<file path="config.mk">
export PLATFORM = sky130hd
export DESIGN_NAME = risk_cmd_queue
export DESIGN_NICKNAME = d
export VERILOG_FILES = /design/src/rtl/risk_cmd_queue.sv
export SDC_FILE = /design/constraint.sdc
export NUM_CORES = 1
export LEC_CHECK = 0
export ABC_AREA = 1
export ABC_CLOCK_PERIOD_IN_PS = 9400
export CAP_MARGIN = 20
export CORE_MARGIN = 10
export CORE_UTILIZATION = 50
export DETAILED_ROUTE_END_ITERATION = 12
export PLACE_DENSITY = 0.72
export SYNTH_ARGS = -nofsm -noshare
export SYNTH_HDL_FRONTEND = slang
export SYNTH_SLANG_ARGS = --single-unit
export TNS_END_PERCENT = 20
</file>
<file path="constraint.sdc">
create_clock -name clk -period 9.4 [get_ports clk]
set_input_delay 1.41 -clock clk [delete_from_list [all_inputs] [get_ports clk]]
set_output_delay 1.41 -clock clk [all_outputs]
set_load 0.005 [all_outputs]
</file>
<file path="src/rtl/risk_cmd_queue.sv">
// risk_cmd_queue: small command FIFO in front of the risk matrix unit.
// Accepts commands over valid/ready, replays each onto the risk_* inputs and
// holds it for HOLD cycles (1 cycle for NOP), back-to-back with no bubble.
module risk_cmd_queue #(
    parameter int unsigned DEPTH = 4,
    parameter int unsigned HOLD  = 2
) (
    input  logic                     clk,
    input  logic                     resetn,
    input  logic                     cmd_valid,
    output logic                     cmd_ready,
    input  logic [2:0]               cmd_func,
    input  logic [4:0]               cmd_reg,
    input  logic [14:0]              cmd_addr,
    input  logic [13:0]              cmd_stride_x,
    input  logic [13:0]              cmd_stride_y,
    output logic [2:0]               risk_func,
    output logic [4:0]               risk_reg,
    output logic [14:0]              risk_addr,
    output logic [13:0]              risk_stride_x,
    output logic [13:0]              risk_stride_y,
    output logic                     busy,
    output logic [$clog2(DEPTH):0]   level
);

    localparam int unsigned AW = $clog2(DEPTH);
    localparam int unsigned LW = AW + 1;
    localparam int unsigned CW = (HOLD > 1) ? $clog2(HOLD) : 1;
    localparam logic [CW-1:0] CNT_LOAD = CW'(HOLD - 1);
    localparam logic [LW-1:0] FULL     = LW'(DEPTH);

    typedef struct packed {
        logic [2:0]  func;
        logic [4:0]  idx;
        logic [14:0] addr;
        logic [13:0] sx;
        logic [13:0] sy;
    } cmd_t;

    typedef enum logic {
        ST_IDLE,
        ST_ISSUE
    } state_t;

    cmd_t          r_mem [DEPTH];
    logic [AW-1:0] r_wptr;
    logic [AW-1:0] r_rptr;
    logic [LW-1:0] r_level;

    state_t        r_state;
    state_t        w_state_nxt;
    logic [CW-1:0] r_cnt;
    logic [CW-1:0] w_cnt_nxt;
    cmd_t          r_out;
    cmd_t          w_out_nxt;

    cmd_t          w_in;
    cmd_t          w_head;
    logic          w_push;
    logic          w_pop;
    logic          w_load;

    assign w_in      = {cmd_func, cmd_reg, cmd_addr, cmd_stride_x, cmd_stride_y};
    assign w_head    = r_mem[r_rptr];
    assign cmd_ready = resetn && (r_level != FULL);
    assign w_push    = cmd_valid && cmd_ready;

    assign risk_func     = r_out.func;
    assign risk_reg      = r_out.idx;
    assign risk_addr     = r_out.addr;
    assign risk_stride_x = r_out.sx;
    assign risk_stride_y = r_out.sy;
    assign busy          = (r_state == ST_ISSUE) || (r_level != '0);
    assign level         = r_level;

    // Next-state, hold counter and issued-command selection.
    always_comb begin
        w_state_nxt = r_state;
        w_cnt_nxt   = r_cnt;
        w_out_nxt   = r_out;
        w_load      = 1'b0;
        w_pop       = 1'b0;
        case (r_state)
            ST_IDLE: begin
                if (r_level != '0) begin
                    w_load = 1'b1;
                end
            end
            ST_ISSUE: begin
                if (r_cnt != '0) begin
                    w_cnt_nxt = r_cnt - 1'b1;
                end else if (r_level != '0) begin
                    w_load = 1'b1;
                end else begin
                    w_out_nxt.func = 3'b000;
                    w_state_nxt    = ST_IDLE;
                end
            end
            default: begin
                w_state_nxt = ST_IDLE;
            end
        endcase
        // Loading pops the head; a NOP occupies a single cycle.
        if (w_load) begin
            w_pop       = 1'b1;
            w_out_nxt   = w_head;
            w_state_nxt = ST_ISSUE;
            w_cnt_nxt   = (w_head.func == 3'b000) ? '0 : CNT_LOAD;
        end
    end

    // FSM state, hold counter and risk output registers.
    always_ff @(posedge clk) begin
        if (!resetn) begin
            r_state <= ST_IDLE;
            r_cnt   <= '0;
            r_out   <= '0;
        end else begin
            r_state <= w_state_nxt;
            r_cnt   <= w_cnt_nxt;
            r_out   <= w_out_nxt;
        end
    end

    // FIFO pointers and occupancy; pointers wrap naturally at DEPTH.
    always_ff @(posedge clk) begin
        if (!resetn) begin
            r_wptr  <= '0;
            r_rptr  <= '0;
            r_level <= '0;
        end else begin
            if (w_push) begin
                r_wptr <= r_wptr + 1'b1;
            end
            if (w_pop) begin
                r_rptr <= r_rptr + 1'b1;
            end
            case ({w_push, w_pop})
                2'b10:   r_level <= r_level + 1'b1;
                2'b01:   r_level <= r_level - 1'b1;
                default: r_level <= r_level;
            endcase
        end
    end

    // FIFO storage; write is blocked during reset since cmd_ready is low.
    always_ff @(posedge clk) begin
        if (w_push) begin
            r_mem[r_wptr] <= w_in;
        end
    end

endmodule
</file>
# After elaboration in Yosys (flattened, before gate mapping)
# Memories as Yosys holds them, arrays and structs flattened. A register that Yosys moved wholly into a read port is not among the register bits.
# Cells that the tools add are included.
# op_classes
add_sub_neg,5
eq_ne,5
mux,20
bitwise_logic,1
reduce_logical,8
# ops
op,n
51-bit two-way mux,1
1-bit two-way mux,12
3-bit two-way mux,3
3-bit case mux with 2 select lines,1
"2-bit by 1-bit adder with 2-bit output, second input constant",2
2-bit two-way mux,2
2-bit nonzero test,2
"3-bit by 1-bit adder with 3-bit output, second input constant",1
3-bit zero test,1
"3-bit inequality test, second input constant",1
3-bit AND reduction,1
3-bit nonzero test,1
"3-bit by 1-bit subtractor with 3-bit output, second input constant",1
"2-bit by 1-bit equality test with 1-bit output, second input constant",1
"2-bit equality test, second input constant",1
1-bit logical AND,2
"2-bit by 1-bit inequality test with 1-bit output, second input constant",1
"2-bit inequality test, second input constant",1
1-bit case mux with 2 select lines,1
1-bit logical OR,1
1-bit NOT,1
"1-bit subtractor, second input constant",1
# totals
register_bits,60
ramBits,204
inputBits,54
n_memories,1
# memory_table
name,depth,word_bits,rd,rd_clocked_by_memory_dff,wr,line,source
r_mem,4,51,1,1,1,45,cmd_t r_mem [DEPTH];

# Longest topological paths before layout
# depth
ltp_word,7
ltp_mapped,11
depth_no_buf,9

# Least setup slack after synthesis
# No wires, ideal clock.
# synth_timing
kind,in2reg
startpoint,in resetn
endpoint,mem r_mem[0][0] (netlist bit) (enable)
setup_ps,460
arrival_ps,4026
required_ps,8940
path_slack_ps,4914
cell_stages,4
n_path_buf,0
cell_sequence,inv_1 -> a21oi_1 -> nand2_1 -> nor2_1
# synth_between
elab_chain_len,4
# synth_rtl
element,line,source
from (decl),9,"input logic resetn,"
1-bit logical AND,65,assign cmd_ready = resetn && (r_level != FULL);
net cmd_ready,11,"output logic cmd_ready,"
1-bit logical AND,66,assign w_push = cmd_valid && cmd_ready;
1-bit two-way mux,148,if (w_push) begin
1-bit two-way mux (not written as such),149,r_mem[r_wptr] <= w_in;
to (decl),45,
# The timed path passes the listed nets, and every way through them passes these cells.

# Final worst setup path
# layout_timing
startpoint,in resetn
endpoint,out cmd_ready
# layout_between
elab_chain_len,1
# layout_rtl
element,line
1-bit logical AND,65
to (decl),11
# Every way passes these cells.

==> summary.md <==
| Metric | Value |
|---|---|
| CP cell instances | `buf_2, inv_1, a21oi_1, clkdlybuf4s50_1` |
| Reg-to-Reg End | `r_mem[3][50]` |
| HPWL Detailed | `11.6 mm` |
| Sw Ratio | `31.3%` |
| Synth top area cells | `edfxtp_1, dfxtp_1, nor2_1` |
| Max reg flops | `204` |
| Worst path depth | `4` |
| CTS sink count | `266` |
| Final Max Tran Viols | `0` |
| Syn_nets | `856` |
| Global-route wire length before repair | `32.5 mm` |
| Wire per inst | `17.5 µm` |
| RSZ-0062 raised after global routing | `no` |
| IO buf count | `109` |
| Avg Inst Size Synth | `12.4 µm²` |
| Vias per cell | `5.24` |
| Post-layout instance area | `12000 µm²` |
| Reg2reg setup slack | `6.81 ns` |
| Crit path launch | `resetn` |
| Pin count of the biggest net entering global routing | `103` |
| Root buffer cell | `clkbuf_16` |
| Synth Area in XOR/XNOR | `0%` |
| Grt ovf | `0` |
| CP Launch Type | `primary input` |
| Hold violation count in the final report | `0` |
| Cell internal pwr | `0.00242 W` |
| Post-Syn Area | `9870 µm²` |
| Yosys warnings | `0` |
| Slew HR | `28.8%` |
| FF-to-FF path depth | `5` |
| Layout area overhead | `21.0%` |
| CP endpoint | `cmd_ready` |
| Largest family of logic cells by synthesized area | `compound AO/OA/AOI/OAI gates` |
| Clock skew | `0.0127 ns` |
| Cells after Synth | `796` |
| Max Root-Sink Buffers | `3` |
| DR pass1 iterations | `5` |
| Post-cts sizing count | `0` |
| Synth Area in Compound Gates | `11.6%` |
| CP Capture Type | `output pin` |
| Die Width | `161 µm` |
| P_leak | `4.11 nW` |
| TNS Setup | `0 ns` |
| Area share of fa/ha/maj cells after synthesis | `0.836%` |
| Die Y | `161 µm` |
| Number of global-route vias before repair | `6072` |
| Cts bufs inserted | `26` |
| Register bit count reported by yosys | `266` |
| Post-layout util | `61.4%` |
| Cell taking the most area after synthesis | `edfxtp_1` |
| Post-synthesis mux area share | `0%` |
| Total Power | `0.00352 W` |
| Pwr dens | `295 nW/µm²` |
| Die Area | `25800 µm²` |
| Sum of buffers and inverters on the critical path | `3` |
| Routability cong. | `0.756` |
| Core Region | `19500 µm²` |
| Clk slew on worst S/H paths | `0.06 ns` |
| CP Data Arrival Time | `3.15 ns` |
| Largest Register | `r_mem` |
| Initial Util | `50.7%` |
| Fraction of the mapped netlist area in simple logic gates | `9.10%` |
| Type of the worst setup path | `in -> out` |
| Worst-Margin Slew | `1.07 ns` |
| Setup Fix Bufs, Post-CTS | `0` |
| Layout Nets | `951` |
| Post-route DRC | `0` |
| Comb power frac | `29.0%` |
| Fraction of layout cells with a size suffix above 1 | `7.35%` |
| Status | `finished, final reports clean` |
| FP Rows | `51` |
| R2r startpoint | `level[0]` |
| GRT Total Usage | `15.5%` |
| Vias | `6165` |
| Clk Latency, worst-skew pair | `0.52 ns` |
| Min Tclk post-route | `4.56 ns` |
| Max frequency | `0.219 GHz` |
| CP required | `7.99 ns` |
| Period utilisation layout | `48.5%` |
| Netlist cell types | `21` |
| CP max stage delay | `0.74 ns` |
| CP delay by family, top | `buffers and inverters` |
| Iter 0 DRT Violations | `522` |
| Initial antenna violation count | `1` |
| DP Area | `11100 µm²` |
| H-tree Lvls | `1` |
| Post-synthesis sequential area ratio | `74.6%` |
| Final setup viols | `0` |
| CTS tree | `done` |
| Top-Level Pins | `110` |
| Synth top area share | `62.0%` |
| Routed WL | `20.7 mm` |
| Cts hold-fix bufs | `0` |
| Slowest stage cell, crit path | `buf_2` |
| Final ANT Viol Nets | `0` |
| Peak supply drop | `0.174 mV` |
| Max-Cap Viols | `0` |
| Hold Path Class | `reg -> reg` |
| Switching Power | `0.00110 W` |
| Clock power share | `29.0%` |
| Sequential share of power | `42.1%` |
| CP Max Fanout | `57` |
==> cell usage after synthesis, drive strengths merged <==
master / instances
edfxtp: 204
nand2: 27
o22ai: 48
fa: 1
buf: 28
clkbuf: 21
nor2: 201
inv: 25
a21oi: 13
dfxtp: 62
nand3: 8
o21ai: 153
ha: 5
==> power by group through the flow <==
| stage | Sequential (W) | Clock (W) | Combinational [W] |
|---|---|---|---|
| final | 0.00148 | 0.00102 | 0.00102 |
| after global routing | 0.00150 | 0.00109 | 0.00115 |
| after floorplan | 0.00151 | 0 | 0.000651 |
| after CTS | 0.00148 | 0.00103 | 0.00103 |
| after detailed placement | 0.00150 | 0 | 0.00103 |
| after global placement | 0.00150 | 0 | 0.00101 |
==> through the flow <==
| step | instances | setup WS (ns) | hold WS (ns) |
|---|---|---|---|
| floorplan | 796 | 4.91 | 0.442 |
| global placement | 1128 | 4.86 | 0.450 |
| detailed placement | 1128 | 4.83 | 0.458 |
| CTS | 1176 | 4.83 | 0.469 |
| global route | 1176 | 4.65 | 0.502 |
| finish | 1177 | 4.84 | 0.469 |
==> layer usage <==
layer / vias up / routed length, µm / track usage (%) / share of wire (%)
met5: - / 0 / 0 / 0
met4: 0 / 405 / 4.17 / 2.0
met3: 30 / 1340 / 3.76 / 6.5
met2: 149 / 10200 / 26.4 / 49
met1: 2963 / 8740 / 19.4 / 42
li1: 3023 / - / - / -
==> worst reg2reg max path, cell delays in order (launching register included) <==
cell     delay (ns)
dfxtp_1        0.43
nor2_2         0.11
a21oi_1        0.17
nand2_1        0.36
nor2_4         0.59
buf_4          0.56
==> how the worst min path moves through the flow <==
stage	to	slack, ns	startpoint	cells after the start
after detailed placement	risk_func[2]	0.46	risk_func[2]	2
final	risk_func[2]	0.47	risk_func[2]	2
after global routing	risk_func[1]	0.50	risk_func[1]	2
after global placement	risk_func[0]	0.45	risk_func[0]	2
after CTS	risk_func[2]	0.47	risk_func[2]	2
after floorplan	flip-flop	0.44	r_rptr[1]	2
==> area by class of cell <==
type / instances / area [µm²]
repair buffers: 116 / 1140
flip-flops and latches: 266 / 7370
diodes: 1 / 2.50
inverters: 25 / 96.3
fillers: 1484 / 7510
well taps: 265 / 332
clock inverters: 12 / 119
multi-input cells: 456 / 2150
clock buffers: 36 / 739
==> cell families after synthesis <==
family                     count (synthesis)
adders and majority gates                  6
and+or+nand+nor                          236
buffers and inverters                     74
AOI/OAI and AO/OA                        214
DFF                                      266
==> cells in the final DEF, fill, tap and decap left out, drive strengths merged <==
cell / count
o22ai: 48
clkinv: 6
nand2: 27
fa: 1
clkdlybuf4s50: 108
o21ai: 153
bufinv: 2
clkbuf: 36
dfxtp: 62
buf: 8
edfxtp: 204
a21oi: 13
clkinvlp: 4
ha: 5
inv: 25
nor2: 201
diode: 1
nand3: 8
Power figures use the tool's default switching activity.
